[src/rtl/ekf_stage_ctrl_if.sv]
// ekf_stage_ctrl_if
//   Bundles the host command channel, the per-stage request/ready handshake
//   to the EKF datapath and the controller status/operand outputs.
//
//   Command channel : cmd_val, cmd_rdy, cmd_op, cmd_lk, cmd_d, cmd_a
//   Stage handshake : stage_val (one-hot predict/newlm/update), stage_rdy
//   Map / operands  : landmark_num, l_k, vlr, rk, alpha, phi
//   Status          : busy, done, err, err_code
//
//   master : host and datapath side (drives commands and stage_rdy)
//   slave  : the controller itself
interface ekf_stage_ctrl_if #(
  parameter int RSA_DW  = 32,
  parameter int RSA_AW  = 17,
  parameter int ROW_LEN = 10
);

  logic               cmd_val;
  logic               cmd_rdy;
  logic [1:0]         cmd_op;
  logic [ROW_LEN-1:0] cmd_lk;
  logic [RSA_DW-1:0]  cmd_d;
  logic [RSA_AW-1:0]  cmd_a;

  logic [2:0]         stage_val;
  logic [2:0]         stage_rdy;

  logic [ROW_LEN-1:0] landmark_num;
  logic [ROW_LEN-1:0] l_k;
  logic [RSA_DW-1:0]  vlr;
  logic [RSA_DW-1:0]  rk;
  logic [RSA_AW-1:0]  alpha;
  logic [RSA_AW-1:0]  phi;

  logic               busy;
  logic               done;
  logic               err;
  logic [1:0]         err_code;

  modport master (
    output cmd_val, cmd_op, cmd_lk, cmd_d, cmd_a, stage_rdy,
    input  cmd_rdy, stage_val, landmark_num, l_k, vlr, rk, alpha, phi,
           busy, done, err, err_code
  );

  modport slave (
    input  cmd_val, cmd_op, cmd_lk, cmd_d, cmd_a, stage_rdy,
    output cmd_rdy, stage_val, landmark_num, l_k, vlr, rk, alpha, phi,
           busy, done, err, err_code
  );

endinterface

[src/rtl/ekf_stage_ctrl.sv]
// ekf_stage_ctrl
//   Sequencer for the EKF-SLAM datapath. Accepts one host command at a time
//   (predict, new landmark, update), validates it against the current map,
//   issues a one-hot stage request, follows the datapath through its
//   ready-high / ready-low / ready-high handshake and reports completion
//   or error. A per-state watchdog aborts a stage that stops responding.
//
//   Ports
//     clk      : sole clock, rising edge
//     sys_rst  : asynchronous active-low reset
//     bus      : ekf_stage_ctrl_if slave modport (command channel, stage
//                handshake, map count, registered operands, status)
//
//   All outputs are registered.
module ekf_stage_ctrl #(
  parameter int RSA_DW  = 32,
  parameter int RSA_AW  = 17,
  parameter int ROW_LEN = 10,
  parameter int MAX_LM  = 500,
  parameter int TO_DW   = 16
) (
  input  logic               clk,
  input  logic               sys_rst,
  ekf_stage_ctrl_if.slave    bus
);

  typedef enum logic [1:0] {
    IDLE  = 2'd0,
    ISSUE = 2'd1,
    RUN   = 2'd2,
    WAIT  = 2'd3
  } state_e;

  localparam logic [1:0] OP_PREDICT = 2'd0;
  localparam logic [1:0] OP_NEWLM   = 2'd1;
  localparam logic [1:0] OP_UPDATE  = 2'd2;

  localparam logic [1:0] ERR_RANGE = 2'd1;
  localparam logic [1:0] ERR_FULL  = 2'd2;
  localparam logic [1:0] ERR_ABORT = 2'd3;

  // The counter is cleared on entry to a state, so the cycle in which it
  // reads all-ones-minus-one is the (2^TO_DW-1)-th cycle spent there: the
  // timeout fires at the end of that cycle.
  localparam logic [TO_DW-1:0]   WD_LAST = {{(TO_DW-1){1'b1}}, 1'b0};
  localparam logic [ROW_LEN-1:0] LM_FULL = ROW_LEN'(MAX_LM);

  state_e             state_q, state_d;
  logic [2:0]         stage_val_q, stage_val_d;
  logic [2:0]         sel_q, sel_d;
  logic [ROW_LEN-1:0] lm_num_q, lm_num_d;
  logic [ROW_LEN-1:0] l_k_q, l_k_d;
  logic [RSA_DW-1:0]  vlr_q, vlr_d;
  logic [RSA_DW-1:0]  rk_q, rk_d;
  logic [RSA_AW-1:0]  alpha_q, alpha_d;
  logic [RSA_AW-1:0]  phi_q, phi_d;
  logic [TO_DW-1:0]   wd_q, wd_d;
  logic               cmd_rdy_q, cmd_rdy_d;
  logic               busy_q, busy_d;
  logic               done_q, done_d;
  logic               err_q, err_d;
  logic [1:0]         err_code_q, err_code_d;

  logic [2:0]         op_onehot;
  logic               wd_expired;
  logic               sel_rdy;

  assign op_onehot  = 3'b001 << bus.cmd_op;
  assign wd_expired = (wd_q == WD_LAST);
  // sel_q remembers which stage is in flight after stage_val has dropped.
  assign sel_rdy    = |(sel_q & bus.stage_rdy);

  always_comb begin
    state_d     = state_q;
    stage_val_d = stage_val_q;
    sel_d       = sel_q;
    lm_num_d    = lm_num_q;
    l_k_d       = l_k_q;
    vlr_d       = vlr_q;
    rk_d        = rk_q;
    alpha_d     = alpha_q;
    phi_d       = phi_q;
    wd_d        = wd_q;
    done_d      = 1'b0;
    err_d       = 1'b0;
    err_code_d  = err_code_q;

    case (state_q)
      IDLE: begin
        wd_d = '0;
        // cmd_rdy_q is low in the first cycle after reset, so commands are
        // only taken once the host has seen ready.
        if (bus.cmd_val && cmd_rdy_q) begin
          if (bus.cmd_op == 2'd3) begin
            err_d      = 1'b1;
            err_code_d = ERR_ABORT;
          end else if (bus.cmd_op == OP_UPDATE && bus.cmd_lk >= lm_num_q) begin
            err_d      = 1'b1;
            err_code_d = ERR_RANGE;
          end else if (bus.cmd_op == OP_NEWLM && lm_num_q == LM_FULL) begin
            err_d      = 1'b1;
            err_code_d = ERR_FULL;
          end else begin
            state_d     = ISSUE;
            stage_val_d = op_onehot;
            sel_d       = op_onehot;
            case (bus.cmd_op)
              OP_PREDICT: begin
                vlr_d   = bus.cmd_d;
                alpha_d = bus.cmd_a;
              end
              OP_NEWLM: begin
                rk_d  = bus.cmd_d;
                phi_d = bus.cmd_a;
                l_k_d = lm_num_q;
              end
              default: begin
                rk_d  = bus.cmd_d;
                phi_d = bus.cmd_a;
                l_k_d = bus.cmd_lk;
              end
            endcase
          end
        end
      end

      // A response arriving in the watchdog's last cycle still counts.
      ISSUE: begin
        if (|(stage_val_q & bus.stage_rdy)) begin
          stage_val_d = '0;
          state_d     = RUN;
          wd_d        = '0;
        end else if (wd_expired) begin
          stage_val_d = '0;
          err_d       = 1'b1;
          err_code_d  = ERR_ABORT;
          state_d     = IDLE;
          wd_d        = '0;
        end else begin
          wd_d = wd_q + TO_DW'(1);
        end
      end

      // Ready dropping is the datapath's acknowledgement that it started.
      RUN: begin
        if (!sel_rdy) begin
          state_d = WAIT;
          wd_d    = '0;
        end else if (wd_expired) begin
          err_d      = 1'b1;
          err_code_d = ERR_ABORT;
          state_d    = IDLE;
          wd_d       = '0;
        end else begin
          wd_d = wd_q + TO_DW'(1);
        end
      end

      WAIT: begin
        if (sel_rdy) begin
          done_d  = 1'b1;
          state_d = IDLE;
          wd_d    = '0;
          if (sel_q[1]) begin
            lm_num_d = lm_num_q + ROW_LEN'(1);
          end
        end else if (wd_expired) begin
          err_d      = 1'b1;
          err_code_d = ERR_ABORT;
          state_d    = IDLE;
          wd_d       = '0;
        end else begin
          wd_d = wd_q + TO_DW'(1);
        end
      end

      default: begin
        state_d     = IDLE;
        stage_val_d = '0;
        wd_d        = '0;
      end
    endcase

    // Ready/busy are registered versions of where the FSM is going, so
    // they line up with state_q in the following cycle.
    cmd_rdy_d = (state_d == IDLE);
    busy_d    = (state_d != IDLE);
  end

  always_ff @(posedge clk or negedge sys_rst) begin
    if (!sys_rst) begin
      state_q     <= IDLE;
      stage_val_q <= '0;
      sel_q       <= '0;
      lm_num_q    <= '0;
      l_k_q       <= '0;
      vlr_q       <= '0;
      rk_q        <= '0;
      alpha_q     <= '0;
      phi_q       <= '0;
      wd_q        <= '0;
      cmd_rdy_q   <= 1'b0;
      busy_q      <= 1'b0;
      done_q      <= 1'b0;
      err_q       <= 1'b0;
      err_code_q  <= '0;
    end else begin
      state_q     <= state_d;
      stage_val_q <= stage_val_d;
      sel_q       <= sel_d;
      lm_num_q    <= lm_num_d;
      l_k_q       <= l_k_d;
      vlr_q       <= vlr_d;
      rk_q        <= rk_d;
      alpha_q     <= alpha_d;
      phi_q       <= phi_d;
      wd_q        <= wd_d;
      cmd_rdy_q   <= cmd_rdy_d;
      busy_q      <= busy_d;
      done_q      <= done_d;
      err_q       <= err_d;
      err_code_q  <= err_code_d;
    end
  end

  assign bus.cmd_rdy      = cmd_rdy_q;
  assign bus.stage_val    = stage_val_q;
  assign bus.landmark_num = lm_num_q;
  assign bus.l_k          = l_k_q;
  assign bus.vlr          = vlr_q;
  assign bus.rk           = rk_q;
  assign bus.alpha        = alpha_q;
  assign bus.phi          = phi_q;
  assign bus.busy         = busy_q;
  assign bus.done         = done_q;
  assign bus.err          = err_q;
  assign bus.err_code     = err_code_q;

endmodule
[src/flat_wrapper.sv]
// flat-port wrapper written by rule: the top's interface ports become plain ports
module ekf_stage_ctrl_flat 
#(
  parameter int RSA_DW  = 32,
  parameter int RSA_AW  = 17,
  parameter int ROW_LEN = 10,
  parameter int MAX_LM  = 500,
  parameter int TO_DW   = 16
)
  (clk, sys_rst, bus_cmd_val, bus_cmd_op, bus_cmd_lk, bus_cmd_d, bus_cmd_a, bus_stage_rdy, bus_cmd_rdy, bus_stage_val, bus_landmark_num, bus_l_k, bus_vlr, bus_rk, bus_alpha, bus_phi, bus_busy, bus_done, bus_err, bus_err_code);
  ekf_stage_ctrl_if #(.RSA_DW(RSA_DW), .RSA_AW(RSA_AW), .ROW_LEN(ROW_LEN)) bus_i ();
  input  logic clk;
  input  logic sys_rst;
  input wire logic [$bits(bus_i.cmd_val)-1:0] bus_cmd_val;
  input wire logic [$bits(bus_i.cmd_op)-1:0] bus_cmd_op;
  input wire logic [$bits(bus_i.cmd_lk)-1:0] bus_cmd_lk;
  input wire logic [$bits(bus_i.cmd_d)-1:0] bus_cmd_d;
  input wire logic [$bits(bus_i.cmd_a)-1:0] bus_cmd_a;
  input wire logic [$bits(bus_i.stage_rdy)-1:0] bus_stage_rdy;
  output wire logic [$bits(bus_i.cmd_rdy)-1:0] bus_cmd_rdy;
  output wire logic [$bits(bus_i.stage_val)-1:0] bus_stage_val;
  output wire logic [$bits(bus_i.landmark_num)-1:0] bus_landmark_num;
  output wire logic [$bits(bus_i.l_k)-1:0] bus_l_k;
  output wire logic [$bits(bus_i.vlr)-1:0] bus_vlr;
  output wire logic [$bits(bus_i.rk)-1:0] bus_rk;
  output wire logic [$bits(bus_i.alpha)-1:0] bus_alpha;
  output wire logic [$bits(bus_i.phi)-1:0] bus_phi;
  output wire logic [$bits(bus_i.busy)-1:0] bus_busy;
  output wire logic [$bits(bus_i.done)-1:0] bus_done;
  output wire logic [$bits(bus_i.err)-1:0] bus_err;
  output wire logic [$bits(bus_i.err_code)-1:0] bus_err_code;
  assign bus_i.cmd_val = bus_cmd_val;
  assign bus_i.cmd_op = bus_cmd_op;
  assign bus_i.cmd_lk = bus_cmd_lk;
  assign bus_i.cmd_d = bus_cmd_d;
  assign bus_i.cmd_a = bus_cmd_a;
  assign bus_i.stage_rdy = bus_stage_rdy;
  assign bus_cmd_rdy = bus_i.cmd_rdy;
  assign bus_stage_val = bus_i.stage_val;
  assign bus_landmark_num = bus_i.landmark_num;
  assign bus_l_k = bus_i.l_k;
  assign bus_vlr = bus_i.vlr;
  assign bus_rk = bus_i.rk;
  assign bus_alpha = bus_i.alpha;
  assign bus_phi = bus_i.phi;
  assign bus_busy = bus_i.busy;
  assign bus_done = bus_i.done;
  assign bus_err = bus_i.err;
  assign bus_err_code = bus_i.err_code;
  ekf_stage_ctrl #(.RSA_DW(RSA_DW), .RSA_AW(RSA_AW), .ROW_LEN(ROW_LEN), .MAX_LM(MAX_LM), .TO_DW(TO_DW)) u_core (.clk(clk), .sys_rst(sys_rst), .bus(bus_i));
endmodule
[config.mk]
export PLATFORM = sky130hd
export DESIGN_NAME = ekf_stage_ctrl_flat
export DESIGN_NICKNAME = d
export VERILOG_FILES = /design/src/rtl/ekf_stage_ctrl_if.sv /design/src/rtl/ekf_stage_ctrl.sv /design/src/flat_wrapper.sv
export SDC_FILE = /design/constraint.sdc
export NUM_CORES = 1
export LEC_CHECK = 0
export ABC_AREA = 1
export BUFFER_PORTS_ARGS = -buffer_cell sky130_fd_sc_hd__buf_4
export CAP_MARGIN = 20
export CORE_AREA = 2 2 121 123
export DETAILED_ROUTE_END_ITERATION = 8
export DIE_AREA = 0 0 123 125
export PLACE_DENSITY = 0.71
export SLEW_MARGIN = 20
export SYNTH_ARGS = -nofsm -noshare
export SYNTH_HDL_FRONTEND = slang
export SYNTH_SLANG_ARGS = --single-unit
export TNS_END_PERCENT = 50
[constraint.sdc]
create_clock -name clk -period 2 [get_ports clk]
set_input_delay 0.1 -clock clk [delete_from_list [all_inputs] [get_ports clk]]
set_output_delay 0.1 -clock clk [all_outputs]
set_load 0.02 [all_outputs]
* Word level (Yosys, flattened, before mapping)
Index checks and enable logic that the tools add are counted.
** Word-level totals
- Flip-flop bits (word level) :: 148
- Bits of input ports :: 67
- Word-level logic and storage cells :: 100
** Cells by class
- Shift-type cells :: 1
- $add $sub $neg :: 2
- $lt $le $gt $ge :: 1
- Eq/ne operators :: 17
- Bitwise logic cells :: 6
- Reductions and logical operators :: 16
- Muxes and demuxes :: 42
** Operator list (number)
- $mux W16 :: 4
- $pmux W16 S4 :: 1
- $mux W2 :: 16
- $pmux W10 S2 :: 1
- $mux W3 :: 6
- $reduce_and A6 Y1 :: 3
- $add A16 B1 Y16 const B :: 1
- $eq A16 B16 Y1 const B :: 1
- $pmux W2 S4 :: 2
- $add A10 B1 Y10 const B :: 1
- $eq A10 B9 Y1 const B :: 1
- $ge A10 B10 Y1 :: 1
- $mux W1 :: 10
- $ne A2 B2 Y1 const B :: 5
- $reduce_and A5 Y1 :: 2
- $eq A2 B2 Y1 const B :: 4
- $and A3 B3 Y3 :: 2
- $logic_not A2 Y1 :: 3
- $pmux W3 S2 :: 1
- $reduce_or A3 Y1 :: 2
- $eq A2 B1 Y1 const B :: 2
- $ne A2 B1 Y1 const B :: 2
- $ne A4 B1 Y1 const B :: 1
- $not A1 Y1 :: 4
- 6 further kinds :: 9

* Logic depth before layout (Yosys ltp)
Gate-level depths: netlist of run 1.
- Depth after elaboration :: 8
- Mapped depth :: 14
- Depth with buffers taken out :: 13

* Worst setup path after synthesis of run 1
Ideal clock, no wire load.
- Path type :: reg2reg
- Start :: register u_core.lm_num_q[3] (netlist: u_core.bus.landmark_num[3])
- End :: register u_core.phi_q[10] (netlist: u_core.bus.phi[10])
- Setup slack :: -0.050 ns
- Cell stages (with the launch flop) :: 15
- Setup time :: 0.126 ns
- Data arrival time :: 1.924 ns
- Clock period less this slack :: 2.050 ns
- Path buffers :: 2
- Cells stage by stage :: dfrtp_1 inv_1 ha_1 nand2_1 nand2_1 nand2_1 nand2_1 nand2_1 nand3_1 nand2_1 nand4_4 buf_6 buf_6 nand2_1 o21ai_0
** On the way
- Word-level cells in the longest chain between the ends :: 4
** Ends and longest elaborated chain
- start, declared :: line ekf_stage_ctrl.sv:51 : logic [ROW_LEN-1:0] lm_num_q, lm_num_d;
- start signal, assigned :: line ekf_stage_ctrl.sv:211 : lm_num_q <= lm_num_d;
- $ge A10 B10 Y1 / $eq A10 B9 Y1 (equally long branches) :: line ekf_stage_ctrl.sv:97, ekf_stage_ctrl.sv:100
- $logic_and A1 B1 Y1, on equally long branches :: line ekf_stage_ctrl.sv:97, ekf_stage_ctrl.sv:100
- $not A1 Y1 (no line)
- $reduce_and A6 Y1 (no line) (*)
- end signal, assigned :: line ekf_stage_ctrl.sv:216 : phi_q <= phi_d;
- end, declared :: line ekf_stage_ctrl.sv:56 : logic [RSA_AW-1:0] phi_q, phi_d;
Mark *: on every way between the ends. The rest lies on a longest branch, timed or not.
A chain may end at the register's enable or synchronous reset.

* Worst setup path after layout of run 1
- Start :: register u_core.lm_num_q[9] (netlist: u_core.bus.landmark_num[9])
- End :: register u_core.rk_q[7] (netlist: u_core.bus.rk[7])
** On the way
- Word-level cells in the longest chain between the ends :: 4
** Ends and longest elaborated chain
- $ge A10 B10 Y1 / $eq A10 B9 Y1 (equally long branches) :: line ekf_stage_ctrl.sv:97, ekf_stage_ctrl.sv:100
- $logic_and A1 B1 Y1, on equally long branches :: line ekf_stage_ctrl.sv:97, ekf_stage_ctrl.sv:100
- $not A1 Y1 (no line)
- $reduce_and A6 Y1 (no line) (*)
- end signal, assigned :: line ekf_stage_ctrl.sv:214 : rk_q <= rk_d;
- end, declared :: line ekf_stage_ctrl.sv:54 : logic [RSA_DW-1:0] rk_q, rk_d;
Marks and branches as above.

==> results.md, run 1 <==
* Post-DRT Antenna Nets at 0
* Crit path DAT at 2.24 ns
* CP Launch Type: flop
* Total power at 14.0 mW
* Syn Nets at 800
* WL per Instance at 14.5 um
* Yosys reg bits at 148
* Port Buffers at 193
* CP top delay family: simple AND/OR/NAND/NOR gates
* Post-synthesis average cell area at 9.02 um2
* Reg clk slew, reported paths at 0.06 ns
* Crit. End Element: flop
* Gr usage total at 23.0%
* Worst vdd ir at 1.33 mV
* Drt via density at 4.82
* Ant diodes at 0
* Relative slew slack at 73.3%
* Period minus WS final at 1.92 ns
* Final Hold Fails at 0
* Row count at 44
* CTS tree: yes
* Initial Util at 45.3%
* Hold crit path type: input pin to flop
* Top cell type's share of synthesized area at 57.5%
* Pwr/cell area at 1450 mW/mm2
* Synth top cells by count: nand2_1 (196), dfrtp_1 (148), o21ai_0 (109)
* Overflow after GRT at 0
* Setup TNS at 0 ns
* DP HPWL at 11500 um
* Die Wd at 123 um
* Max-Cap Viols at 0
* Vias at 5724
* Later-pin clock latency in the skew report at 0.42 ns
* Fin util at 68.1%
* Post-synthesis sequential area ratio at 57.5%
* WP data required at 2.32 ns
* Tightest Pin Transition at 0.400 ns
* Initial DRC count at 303
* Largest fanout on the critical path at 22
* Crit-path cells: inv_2 > ha_4 > a21o_1 > nor2_2 > nand3_2 > nand2_2 > nand4_4 > buf_6 > buf_12 > o21ai_0
* Inserted Clock Buffers at 17
* Top_reg_cell synth: dfrtp_1
* Outcome: finished, final reports clean
* Tcrit/Tclk final at 95.8%
* Die ar. at 0.0154 mm2
* Residual DRC at 0
* Io pins at 194
* Crit-path max cell delay at 0.40 ns
* First-pass GRT wire length at 27800 um
* Core area at 0.0142 mm2
* Root buf cell: clkbuf_16
* Fmax achieved at 522 MHz
* # setup viols final at 0
* Initial DRT Pass Iterations at 7
* Post-Syn Area at 0.00644 mm2
* Post-synth ARST share at 100%
* Synth-to-Final Area Change at 50.3%
* Synth Instances at 714
* WL final at 17200 um
* H-tree Lvls at 4
* Pin count of the biggest net entering global routing at 99
* Ranking of synthesized cells by area: dfrtp_1 (58%), nand2_1 (11%), o21ai_0 (8.5%)
* Initial antenna violation count at 0
* Vias in the first global route at 5736
* P_leak at 5.03 nW
* Slew Viols, Final at 0
* Slowest CP cell: dfrtp_2
* Chip height at 125 um
* Nets at 1078
* Crit path buf inv count at 3
* Share of cells above drive strength 1 at 31.2%
* Skew final at 0.00820 ns
* Most frequent cell after synthesis: nand2_1
* Clock buffer depth at 2
* Yosys warnings at 0
* Clock sink count at 148
* Final RePlAce weighted congestion at 0.858
* Cell variety after synth at 30
* Yosys top cell by area: dfrtp_1
* Critical path type: flop to flop
* EDFF count, synth at 0
[layer usage]
metal  track usage (%)  part of all wire (%)  wire [um]
met5                 0                     0          0
met4              9.36                   3.1        527
met3              5.02                   4.7        805
met2              38.5                    50       8640
met1              28.7                    42       7260
[repair_timing]
action	in CTS	in global routing
buffers inserted	3	2
gates cloned	1	1
hold endpoints to repair	194	0
hold buffers	50	0
setup endpoints to repair	6	67
resized for setup	1	28
pin swaps	0	7
[tightest hold or removal path: stages]
cell and delay [ns]:
buf_4 0.11, o21ai_0 0.08, o21ai_1 0.12
[registers in the layout, indices dropped and copies added (netlist names), 3 cells and up]
signal / flops
u_core.bus.rk: 32
u_core.bus.vlr: 32
u_core.bus.alpha: 17
u_core.bus.phi: 17
u_core.wd_q: 16
u_core.bus.l_k: 10
u_core.bus.landmark_num: 10
u_core.bus.stage_val: 3
u_core.sel_q: 3
[area by class of cell]
class                      count  area, um2
tap                          184        230
timing repair buffer         284       2360
clock buffer                  19        453
multi-input combinational    450       2370
inverter                      91        342
fill                        1075       4530
sequential                   148       3710
clock inverter                12        200
[final timing paths]
check                                                       start                                endpoint  slack, ns  cells past startpoint
setup / recovery           u_core.bus.landmark_num[9]$_DFFE_PN0P_            u_core.bus.rk[7]$_DFFE_PN0P_       0.08                     10
hold / removal                                      bus_cmd_lk[5]           u_core.bus.l_k[5]$_DFFE_PN0P_       0.03                      3
setup reg to reg           u_core.bus.landmark_num[9]$_DFFE_PN0P_            u_core.bus.rk[7]$_DFFE_PN0P_       0.08                     10
hold reg to reg                     u_core.bus.phi[2]$_DFFE_PN0P_           u_core.bus.phi[2]$_DFFE_PN0P_       0.48                      2
max in group asynchronous                                 sys_rst         u_core.bus.alpha[4]$_DFFE_PN0P_       1.22                      3
min in group asynchronous                                 sys_rst  u_core.bus.landmark_num[8]$_DFFE_PN0P_       0.17                      2
[stage by stage]
step           setup slack, ns  area (um2)  cells  hold slack (ns)
2_1_floorplan           0.0223        6440    714           -0.196
3_3_place_gp            0.0585        8330   1101           0.0328
3_5_place_dp            0.0251        8330   1101           0.0384
4_1_cts                0.00334        9540   1186           0.0156
5_1_grt                -0.0228        9670   1188           0.0327
6_report                0.0846        9670   1188           0.0329
[cell families (layout without fill, tap and decap cells)]
kind of cell,count (synthesis),in the layout,share of synthesized area (%)
xor gates and xnor gates,17,17,2.31
AOI/OAI and AO/OA,130,130,10.9
adders and majority gates,19,19,3.69
buffers and inverters,116,406,7.40
muxes,1,1,0.155
DFF,148,148,57.5
and+or+nand+nor,283,283,18.0
[cells in the final DEF, fill, tap and decap left out, types with 9 or more instances in the layout]
cell	instances
buf_4	223
clkbuf_16	18
dfrtp_1	143
dlygate4sd3_1	50
ha_1	13
inv_1	83
nand2_1	190
nand3_1	17
nand4_1	9
nor2_1	43
o21ai_0	107
o21ai_2	11
xor2_1	16
[power by group]
part	leakage, nW	total, mW	switching (mW)	internal (mW)
Sequential	1.90	4.84	0.694	4.14
Clock	0.312	3.53	1.26	2.28
Combinational	2.83	5.61	3.22	2.39
Note: power is estimated with default switching activity, not from simulation.
==> inputs of run 2 (changes only) <==
--- a/config.mk
+++ b/config.mk
@@ -11,7 +11,7 @@
 export CORE_AREA = 2 2 121 123
 export DETAILED_ROUTE_END_ITERATION = 8
 export DIE_AREA = 0 0 123 125
-export PLACE_DENSITY = 0.71
+export PLACE_DENSITY_LB_ADDON = 0.2
 export SLEW_MARGIN = 20
 export SYNTH_ARGS = -nofsm -noshare
 export SYNTH_HDL_FRONTEND = slang
==> results.md, run 2 (synthesis gave the netlist of run 1 again) <==
* CP Launch Type: flop (unchanged)
* Inserted Clock Buffers at 17 (unchanged)
* Fin util at 68.5% (was 68.1%)
* Placed insts at 1093 (was 1101)
* # setup viols final at 0 (unchanged)
* Port Buffers at 193 (unchanged)
* Internal at 8.58 mW (was 8.81 mW)
* Crit. End Element: flop (unchanged)
* Worst Setup SP: u_core.bus.landmark_num[9]$_DFFE_PN0P_ (unchanged)
* Pin count of the biggest net entering global routing at 97 (was 99)
* FF-to-FF path depth at 11 (was 10)
* CTS tree: yes (unchanged)
* Initial DRT Pass Iterations at 5 (was 7)
* Clock buffer depth at 2 (unchanged)
* Slew Viols, Final at 0 (unchanged)
* P_leak at 5.04 nW (was 5.03 nW)
* Switching Share at 37.6% (was 37.0%)
* Pwr/cell area at 1410 mW/mm2 (was 1450 mW/mm2)
* Later-pin clock latency in the skew report at 0.43 ns (was 0.42 ns)
* Final RePlAce weighted congestion at 0.857 (was 0.858)
* Reg clk slew, reported paths at 0.06 ns (about the same)
* Initial Util at 45.3% (unchanged)
* DP Area at 0.00826 mm2 (was 0.00833 mm2)
* Nets at 1078 (unchanged)
* Overflow after GRT at 0 (unchanged)
* Hold crit path type: input pin to flop (unchanged)
* Combinational power share at 41.0% (was 40.1%)
* Reg2Reg Launch Point: u_core.bus.landmark_num[9]$_DFFE_PN0P_ (unchanged)
* Largest fanout on the critical path at 16 (was 22)
* Gr usage total at 22.2% (was 23.0%)
* Worst vdd ir at 0.663 mV (was 1.33 mV)
* Final Hold Fails at 0 (unchanged)
* Hold_ws at 0.0212 ns (was 0.0329 ns)
* Initial DRC count at 377 (was 303)
* Crit-path max cell delay at 0.41 ns (was 0.40 ns)
* Slowest CP cell: dfrtp_2 (unchanged)
* FF-to-FF End: u_core.bus.l_k[8]$_DFFE_PN0P_ (was u_core.bus.rk[7]$_DFFE_PN0P_)
* Synth-to-Final Area Change at 51.0% (was 50.3%)
* Io pins at 194 (unchanged)
* Post-route cell area at 0.00972 mm2 (was 0.00967 mm2)
* Switching power at 5.17 mW (about the same)
* WL per Instance at 14.9 um (was 14.5 um)
* RSZ-0062 raised after global routing: yes
* Outcome: finished, final reports clean (unchanged)
* Die ar. at 0.0154 mm2 (unchanged)
* Skew final at 0.0147 ns (was 0.00820 ns)
* Tcrit/Tclk final at 98.9% (was 95.8%)
* Vias in the first global route at 5635 (was 5736)
* Post-DRT Antenna Nets at 0 (unchanged)
* First-pass GRT wire length at 27000 um (was 27800 um)
* Crit path buf inv count at 3 (unchanged)
* Initial antenna violation count at 0 (unchanged)
* Vias at 5722 (was 5724)
* Die Wd at 123 um (unchanged)
* Most frequent cells in the layout: buf_4 (216), nand2_1 (188), dfrtp_1 (143) (was buf_4 (223), nand2_1 (190), dfrtp_1 (143))
* Worst R2R Setup Slack at 0.02 ns (was 0.08 ns)
* Crit path to: u_core.bus.l_k[8]$_DFFE_PN0P_ (was u_core.bus.rk[7]$_DFFE_PN0P_)
* Relative slew slack at 73.4% (was 73.3%)
* Chip height at 125 um (unchanged)
* Tightest Pin Transition at 0.399 ns (was 0.400 ns)
* H-tree Lvls at 4 (unchanged)
* Ant diodes at 0 (unchanged)
* DP HPWL at 11200 um (was 11500 um)
* Fmax achieved at 506 MHz (was 522 MHz)
* Clock sink count at 148 (unchanged)
* Max-Cap Viols at 0 (unchanged)
* CP top delay family: simple AND/OR/NAND/NOR gates (unchanged)
* Residual DRC at 0 (unchanged)
* Drt via density at 4.81 (was 4.82)
* Total power at 13.7 mW (was 14.0 mW)
* Row count at 44 (unchanged)
* Period minus WS final at 1.98 ns (was 1.92 ns)
* Sequential share of power at 35.4% (was 34.6%)
* WL final at 17700 um (was 17200 um)
* Share of cells above drive strength 1 at 31.5% (was 31.2%)
* WP data required at 2.29 ns (was 2.32 ns)
* Core area at 0.0142 mm2 (unchanged)
* Root buf cell: clkbuf_16 (unchanged)
* Post-Layout Cell Count at 1189 (was 1188)
* Crit path depth at 11 (was 10)
* Clock power frac at 23.7% (was 25.3%)
* Crit path DAT at 2.26 ns (was 2.24 ns)
* Crit-path cells: inv_2 > ha_4 > a21o_1 > nor2_2 > nand3_2 > nand2_2 > nand4_4 > buf_12 > clkbuf_16 > nand2_1 > o21ai_0 (was inv_2 > ha_4 > a21o_1 > nor2_2 > nand3_2 > nand2_2 > nand4_4 > buf_6 > buf_12 > o21ai_0)
* Critical path type: flop to flop (unchanged)
* Commonest non-fill, non-tap cell in the layout: buf_4 (unchanged)
[run 2: worst min-delay path by stage]
stage,start,end,slack [ns],cells past startpoint
2_1_floorplan,sys_rst,u_core.bus.alpha[0]$_DFFE_PN0P_,-0.20,0
3_3_place_gp,sys_rst,u_core.bus.alpha[10]$_DFFE_PN0P_,0.04,1
3_5_place_dp,sys_rst,u_core.bus.alpha[10]$_DFFE_PN0P_,0.04,1
4_1_cts,bus_cmd_lk[3],u_core.bus.l_k[3]$_DFFE_PN0P_,0.004,3
5_1_grt,bus_cmd_lk[0],u_core.bus.l_k[0]$_DFFE_PN0P_,0.02,3
6_report,bus_cmd_lk[7],u_core.bus.l_k[7]$_DFFE_PN0P_,0.02,3
[run 2: layer usage]
metal / routed length, um / vias to the layer above / global-route usage [%] / part of all wire, %
met5: 0 / - / 0 / 0
met4: 359 / 0 / 8.36 / 2.0
met3: 1020 / 31 / 5.75 / 5.8
met2: 8440 / 196 / 35.8 / 48
met1: 7880 / 2678 / 28.8 / 44
li1: - / 2817 / - / -
[run 2: what timing repair did]
action,CTS,global route
buffers inserted,0,4
gates resized for setup,0,62
hold buffers,53,0
endpoints found under the hold margin,220,0
endpoints found under the setup margin,0,70
[run 2: cell type report]
type                       instances  area (um2)
fill                            1097        4480
sequential                       148        3710
timing repair buffer             284        2440
multi-input combinational        450        2400
clock buffer                      20         457
inverter                          91         342
tap                              184         230
clock inverter                    12         153
[run 2: per-stage QoR]
step           setup slack, ns  TNS [ns]
2_1_floorplan           0.0223         0
3_3_place_gp            0.0841         0
3_5_place_dp            0.0288         0
4_1_cts                0.00586         0
5_1_grt                -0.0677     -1.94
6_report                0.0226         0
[run 2: power by group through the flow]
stage               combinational [mW]  clock (mW)  sequential (mW)
global placement                  5.30           0             4.85
floorplan                         1.48           0             6.15
detailed placement                5.37           0             4.87
CTS                               5.48        3.32             4.84
global route                      6.16        3.44             5.00
finish                            5.63        3.25             4.86
[run 2: tightest hold or removal path, stage by stage]
cell     delay (ns)
buf_4          0.08
o21ai_0        0.07
o21ai_1        0.14
